===== config.mk =====
export PLATFORM = sky130hd
export DESIGN_NAME = cim_bitserial_sequencer_flat
export DESIGN_NICKNAME = d
export VERILOG_FILES = /design/src/rtl/cim_bitserial_sequencer_pkg.sv /design/src/rtl/cim_bitserial_sequencer_if.sv /design/src/rtl/cim_bitserial_sequencer_plane_select.sv /design/src/rtl/cim_bitserial_sequencer.sv /design/src/flat_wrapper.sv
export SDC_FILE = /design/constraint.sdc
export NUM_CORES = 1
export LEC_CHECK = 0
export ABC_AREA = 1
export CAP_MARGIN = 20
export CORE_MARGIN = 10
export CORE_UTILIZATION = 40
export DETAILED_ROUTE_END_ITERATION = 6
export DONT_BUFFER_PORTS = 1
export GPL_TIMING_DRIVEN = 0
export PLACE_DENSITY = 0.51
export SLEW_MARGIN = 20
export SYNTH_ARGS = -nofsm -noshare
export SYNTH_HDL_FRONTEND = slang
export SYNTH_SLANG_ARGS = --single-unit

===== constraint.sdc =====
create_clock -name clk_1MHz -period 3.4 [get_ports clk_1MHz]
set_clock_uncertainty 0.1 [all_clocks]
set_input_delay 0.51 -clock clk_1MHz [delete_from_list [all_inputs] [get_ports clk_1MHz]]
set_output_delay 0.51 -clock clk_1MHz [all_outputs]
set_load 0.01 [all_outputs]

===== src/rtl/cim_bitserial_sequencer_pkg.sv =====
`default_nettype none
// =============================================================================
// cim_seq_pkg : shared types and defaults for the CIM bit-serial sequencer
// Rev 1.0
// =============================================================================
package cim_seq_pkg;

  localparam int DEF_ROWS     = 16;
  localparam int DEF_ACT_BITS = 4;
  localparam int DEF_PS_W     = 5;

  typedef enum logic [2:0] {
    IDLE   = 3'd0,
    SCAN   = 3'd1,
    DRIVE  = 3'd2,
    SAMPLE = 3'd3,
    DONE   = 3'd4
  } seq_state_e;

  // Smallest accumulator that cannot overflow: max partial sum times max weight.
  function automatic int acc_w_min(input int ps_w, input int act_bits);
    return ps_w + act_bits;
  endfunction

endpackage
`default_nettype wire


===== src/rtl/cim_bitserial_sequencer_if.sv =====
`default_nettype none
// =============================================================================
// cim_seq_if : activation/macro/result signal bundle of the CIM sequencer
// Rev 1.0
// =============================================================================
interface cim_seq_if
  import cim_seq_pkg::*;
#(
  parameter int ROWS     = DEF_ROWS,
  parameter int ACT_BITS = DEF_ACT_BITS,
  parameter int PS_W     = DEF_PS_W,
  parameter int ACC_W    = acc_w_min(DEF_PS_W, DEF_ACT_BITS)
);
  localparam int PF_W = $clog2(ACT_BITS + 1);

  logic                     start;
  logic                     ready;
  logic [ROWS*ACT_BITS-1:0] act_vec;
  logic [ROWS-1:0]          wl_bits;
  logic                     wl_en;
  logic [PS_W-1:0]          ps_in;
  logic [ACC_W-1:0]         result;
  logic                     out_valid;
  logic                     out_ready;
  logic [PF_W-1:0]          planes_fired;
  logic                     busy;

  modport master (
    output start, act_vec, ps_in, out_ready,
    input  ready, wl_bits, wl_en, result, out_valid, planes_fired, busy
  );

  modport slave (
    input  start, act_vec, ps_in, out_ready,
    output ready, wl_bits, wl_en, result, out_valid, planes_fired, busy
  );

endinterface
`default_nettype wire


===== src/rtl/cim_bitserial_sequencer_plane_select.sv =====
`default_nettype none
// =============================================================================
// cim_plane_select : extracts one bit plane of the latched activations
// Rev 1.0
// =============================================================================
module cim_plane_select
  import cim_seq_pkg::*;
#(
  parameter int ROWS     = DEF_ROWS,
  parameter int ACT_BITS = DEF_ACT_BITS,
  parameter int BIT_W    = (DEF_ACT_BITS > 1) ? $clog2(DEF_ACT_BITS) : 1
)(
  input  wire logic [ROWS*ACT_BITS-1:0] act_i,
  input  wire logic [BIT_W-1:0]         bit_i,
  output logic      [ROWS-1:0]          plane_o,
  output logic                          plane_zero_o
);

  for (genvar r = 0; r < ROWS; r++) begin : g_row
    logic [ACT_BITS-1:0] w_row;
    assign w_row      = act_i[r*ACT_BITS +: ACT_BITS];
    assign plane_o[r] = w_row[bit_i];
  end

  assign plane_zero_o = (plane_o == '0);

endmodule
`default_nettype wire


===== src/rtl/cim_bitserial_sequencer.sv =====
`default_nettype none
// =============================================================================
// cim_bitserial_sequencer : MSB-first bit-serial MAC control for the CIM macro
// Rev 1.0
// =============================================================================
module cim_bitserial_sequencer
  import cim_seq_pkg::*;
#(
  parameter int ROWS      = DEF_ROWS,
  parameter int ACT_BITS  = DEF_ACT_BITS,
  parameter int PS_W      = DEF_PS_W,
  parameter int ACC_W     = acc_w_min(DEF_PS_W, DEF_ACT_BITS),
  parameter int SKIP_ZERO = 1
)(
  input wire logic clk_1MHz,
  input wire logic rst,
  cim_seq_if.slave bus
);

  localparam int BIT_W     = (ACT_BITS > 1) ? $clog2(ACT_BITS) : 1;
  localparam int PF_W      = $clog2(ACT_BITS + 1);
  localparam int ACC_MIN   = acc_w_min(PS_W, ACT_BITS);
  localparam int ACC_INT_W = (ACC_W > ACC_MIN) ? ACC_W : ACC_MIN;
  localparam logic [BIT_W-1:0] C_TOP_BIT = BIT_W'(ACT_BITS - 1);

  seq_state_e               state_q, state_d;
  logic [ROWS*ACT_BITS-1:0] act_q, act_d;
  logic [BIT_W-1:0]         bit_q, bit_d;
  logic [ACC_INT_W-1:0]     acc_q, acc_d;
  logic [PF_W-1:0]          pf_q, pf_d;
  logic [ROWS-1:0]          wl_bits_q, wl_bits_d;

  logic [ROWS-1:0]          w_plane;
  logic                     w_plane_zero;
  logic                     w_fire;
  logic                     w_last;

  cim_plane_select #(
    .ROWS     (ROWS),
    .ACT_BITS (ACT_BITS),
    .BIT_W    (BIT_W)
  ) u_plane_select (
    .act_i        (act_q),
    .bit_i        (bit_q),
    .plane_o      (w_plane),
    .plane_zero_o (w_plane_zero)
  );

  assign w_fire = !w_plane_zero || (SKIP_ZERO == 0);
  assign w_last = (bit_q == '0);

  always_ff @(posedge clk_1MHz or posedge rst) begin
    if (rst) state_q <= IDLE;
    else     state_q <= state_d;
  end

  always_comb begin
    state_d = state_q;
    case (state_q)
      IDLE:    if (bus.start) state_d = SCAN;
      SCAN:    if (w_fire) state_d = DRIVE;
               else if (w_last) state_d = DONE;
      DRIVE:   state_d = SAMPLE;
      SAMPLE:  state_d = w_last ? DONE : SCAN;
      DONE:    if (bus.out_ready) state_d = IDLE;
      default: state_d = IDLE;
    endcase
  end

  always_comb begin
    bus.ready        = (state_q == IDLE);
    bus.busy         = (state_q != IDLE);
    bus.wl_en        = (state_q == DRIVE);
    bus.out_valid    = (state_q == DONE);
    bus.wl_bits      = wl_bits_q;
    bus.result       = acc_q[ACC_W-1:0];
    bus.planes_fired = pf_q;
  end

  // Datapath next-state; ps_in only reaches the accumulator in SAMPLE.
  always_comb begin
    act_d     = act_q;
    bit_d     = bit_q;
    acc_d     = acc_q;
    pf_d      = pf_q;
    wl_bits_d = wl_bits_q;
    case (state_q)
      IDLE: begin
        if (bus.start) begin
          act_d = bus.act_vec;
          bit_d = C_TOP_BIT;
          acc_d = '0;
          pf_d  = '0;
        end
      end
      SCAN: begin
        if (w_fire)       wl_bits_d = w_plane;
        else if (!w_last) bit_d     = bit_q - 1'b1;
      end
      SAMPLE: begin
        acc_d = acc_q + (ACC_INT_W'(bus.ps_in) << bit_q);
        pf_d  = pf_q + 1'b1;
        if (!w_last) bit_d = bit_q - 1'b1;
      end
      DONE: begin
        if (bus.out_ready) wl_bits_d = '0;
      end
      default: ;
    endcase
  end

  always_ff @(posedge clk_1MHz or posedge rst) begin
    if (rst) begin
      act_q     <= '0;
      bit_q     <= '0;
      acc_q     <= '0;
      pf_q      <= '0;
      wl_bits_q <= '0;
    end else begin
      act_q     <= act_d;
      bit_q     <= bit_d;
      acc_q     <= acc_d;
      pf_q      <= pf_d;
      wl_bits_q <= wl_bits_d;
    end
  end

endmodule
`default_nettype wire


===== src/flat_wrapper.sv =====
// flat-port wrapper written by rule: the top's interface ports become plain ports
module cim_bitserial_sequencer_flat import cim_seq_pkg::*;
#(
  parameter int ROWS      = DEF_ROWS,
  parameter int ACT_BITS  = DEF_ACT_BITS,
  parameter int PS_W      = DEF_PS_W,
  parameter int ACC_W     = acc_w_min(DEF_PS_W, DEF_ACT_BITS),
  parameter int SKIP_ZERO = 1
)
  (clk_1MHz, rst, bus_start, bus_act_vec, bus_ps_in, bus_out_ready, bus_ready, bus_wl_bits, bus_wl_en, bus_result, bus_out_valid, bus_planes_fired, bus_busy);
  cim_seq_if #(.ROWS(ROWS), .ACT_BITS(ACT_BITS), .PS_W(PS_W), .ACC_W(ACC_W)) bus_i ();
  input wire logic clk_1MHz;
  input wire logic rst;
  input wire logic [$bits(bus_i.start)-1:0] bus_start;
  input wire logic [$bits(bus_i.act_vec)-1:0] bus_act_vec;
  input wire logic [$bits(bus_i.ps_in)-1:0] bus_ps_in;
  input wire logic [$bits(bus_i.out_ready)-1:0] bus_out_ready;
  output wire logic [$bits(bus_i.ready)-1:0] bus_ready;
  output wire logic [$bits(bus_i.wl_bits)-1:0] bus_wl_bits;
  output wire logic [$bits(bus_i.wl_en)-1:0] bus_wl_en;
  output wire logic [$bits(bus_i.result)-1:0] bus_result;
  output wire logic [$bits(bus_i.out_valid)-1:0] bus_out_valid;
  output wire logic [$bits(bus_i.planes_fired)-1:0] bus_planes_fired;
  output wire logic [$bits(bus_i.busy)-1:0] bus_busy;
  assign bus_i.start = bus_start;
  assign bus_i.act_vec = bus_act_vec;
  assign bus_i.ps_in = bus_ps_in;
  assign bus_i.out_ready = bus_out_ready;
  assign bus_ready = bus_i.ready;
  assign bus_wl_bits = bus_i.wl_bits;
  assign bus_wl_en = bus_i.wl_en;
  assign bus_result = bus_i.result;
  assign bus_out_valid = bus_i.out_valid;
  assign bus_planes_fired = bus_i.planes_fired;
  assign bus_busy = bus_i.busy;
  cim_bitserial_sequencer #(.ROWS(ROWS), .ACT_BITS(ACT_BITS), .PS_W(PS_W), .ACC_W(ACC_W), .SKIP_ZERO(SKIP_ZERO)) u_core (.clk_1MHz(clk_1MHz), .rst(rst), .bus(bus_i));
endmodule

==> metrics.txt <==
outcome completed; Clk pin slew, worst setup/hold paths 0.07 ns; synth top area cells dfrtp_1 51%, mux2_2 15%, nand2_1 12%, nand3_1 5.5%, ha_1 2.6%; Final nets 588; Vias/cell 5.16; cts repair resizes 0; f_max 384 MHz; Layout area overhead 11.0%; critical path class reg -> reg; Pleak 2.53 nW; sequential cell area fraction in the yosys report 0.509; setup tns final 0 ns; RePlAce Congestion 0.787; synth warn 0; top post-synthesis cells by count 154 x nand2_1, 97 x dfrtp_1, 64 x mux2_2, 52 x nand3_1, 18 x nor2_1; synthesized cell area 4770 sq um; Yosys reg bits 97; Total Power 0.00576 W; critical path endpoint category flop; min Tclk post-route 2.60 ns; Max Cap Violations 0; most common cell in the synthesized netlist nand2_1; CP required 3.56 ns; # setup viols final 0; # port buffers 0; worst-margin pin slew 0.526 ns; leading area contributor after synthesis dfrtp_1; fin cells 655; Arrival @ worst endpoint 2.77 ns; Core Footprint 11,600 sq um; EDFF count, synth 0; Post-DP Area 4980 sq um; Max FO, Critical Path 10; setup slack after layout 0.799 ns; final WL 12.3 mm; pin count of the biggest net entering global routing 60; Fin. Hold Viols 0; Final period util 0.765; Post-Syn Nets 575; drt drc 0; Top FF cell, synth dfrtp_1; ys async rst share 1.00; first-pass GRT wire length 19.6 mm; worst setup slack after placement 0.786 ns; Placed Cells 635; worst hold path class in -> reg; CTS max path bufs 2; cells along the critical path buf_2 -> nor3_1 -> ha_1 -> fa_1 -> nand3_1 -> nand3_1 -> nand2_1 -> nand2_1 -> a21oi_1 -> o21ai_0 -> nand2_1 -> nand3_1 -> o21ai_0; Rows 39; Peak VDD IR 0.426 mV; vias in the first global route 3,534; crit path launch type flop; RSZ-0062 raised after global routing no; Root Driver clkbuf_16; total global routing overflow 0; die height 129 um; fin. max-slew vios 0; synth unique cells 31; Max stage delay on crit path 0.50 ns; CTS Buf Count 9; Pwr Density 1090 nW/um^2; Die ar. 16,700 sq um; initial antenna violation count 3; fin area 5300 sq um; synthesized area per cell 9.72 sq um; # IOs 105; Avg WL per Cell 18.8 um; layout cell share with drive strength beyond 1 0.226; Synth top area share 0.509; drt first pass iters 4; Die Span X 129 um; Total GRT Usage 0.154; Starting Density 0.413; Clock Sinks 97; Post-DP HPWL 9.26 mm; Post-DRT Antenna Nets 0; critical path's slowest cell dfrtp_1; Syn Inst Count 491; H-tree levels 3; Max-slew headroom 0.646; clock latency at the later pin of the worst-skew pair 0.34 ns; Vias 3,382; drt first-iter violations 169; CTS tree yes
## through the flow
step	util	hold WS [ns]
floorplan	-	0.379
global placement	0.428	0.387
detailed placement	0.431	0.292
CTS	0.458	0.195
global route	0.458	0.193
finish	0.458	0.210
## where the power goes
group	total, W	internal, W	switching, W
combinational	0.00256	0.00110	0.00146
sequential	0.00218	0.00174	0.000440
clock	0.00103	0.000574	0.000453
total	0.00576	0.00341	0.00236
## kinds of logic after synthesis
group / count (synthesis) / synth area share
compound gates: 35 / 0.0427
flops: 97 / 0.509
mux: 68 / 0.159
fa+ha+maj: 11 / 0.0304
buf+inv: 41 / 0.0469
xor+xnor: 2 / 0.00367
simple gates: 237 / 0.208
## critical path: cells and delay by family (launching register included)
kind | cells | cell delay, ns
DFF | 1 | 0.50
AOI/OAI and AO/OA | 3 | 0.38
buffers and inverters | 1 | 0.33
adders and majority gates | 2 | 0.64
and+or+nand+nor | 7 | 0.58
## final cells by class
| class | count | area (sq um) |
|---|---|---|
| fill | 1128 | 6270 |
| sequential | 97 | 2430 |
| multi-input combinational | 353 | 2120 |
| inverter | 20 | 82.6 |
| timing repair buffer | 2 | 37.5 |
| buffer | 21 | 146 |
| clock inverter | 6 | 67.6 |
| antenna | 3 | 7.51 |
| clock buffer | 10 | 229 |
| tap | 143 | 179 |
## sequential cells by signal, indices dropped and copies added, names as in the netlist
| signal | flops |
|---|---|
| u_core.bus.wl_bits | 16 |
| u_core.bus.planes_fired | 3 |
| u_core.act_q | 64 |
| u_core.state_q | 3 |
| u_core.bus.result | 9 |
| u_core.bit_q | 2 |
## path summary, 6_finish.rpt
kind,start,to,slack [ns],depth (start not counted)
max in group asynchronous,rst,u_core.bit_q[0],2.02,3
hold / removal,bus_act_vec[13],u_core.act_q[13],0.21,1
setup / recovery,u_core.bit_q[1],u_core.bus.result[8],0.80,13
setup reg to reg,u_core.bit_q[1],u_core.bus.result[8],0.80,13
min in group asynchronous,rst,u_core.bus.planes_fired[1],0.55,2
hold reg to reg,u_core.act_q[15],u_core.act_q[15],0.41,1
## cell usage in the layout (no fill, tap or decap), types with 2 or more instances in the layout
master,netlist,layout
a21oi_1,11,11
a22o_1,3,3
buf_2,12,12
buf_4,4,4
buf_6,5,5
clkbuf_16,0,9
clkinvlp_4,0,2
dfrtp_1,97,97
diode_2,0,3
ha_1,10,10
inv_1,16,15
inv_2,2,2
inv_6,0,2
mux2_2,64,64
mux2i_1,4,4
nand2_1,154,154
nand2_2,3,3
nand3_1,52,52
nor2_1,18,18
nor2_2,2,2
nor3_1,2,2
o21ai_0,17,17
or2_2,2,2
xor2_1,2,2
## layer usage
layer  global-route usage  vias up  share of wire
met3               0.0620       11          0.085
met2                0.242       80           0.46
met1                0.189     1627           0.44
met4               0.0488        0          0.014
met5                    0        -              0
li1                     -     1664              -
## what timing repair did
item | 4_1_cts | 5_1_grt
setup buffers | 0 | 0
hold buffers | 1 | 0
endpoints found under the hold margin | 38 | 0
No activity file was read; power rests on OpenSTA's default activity.
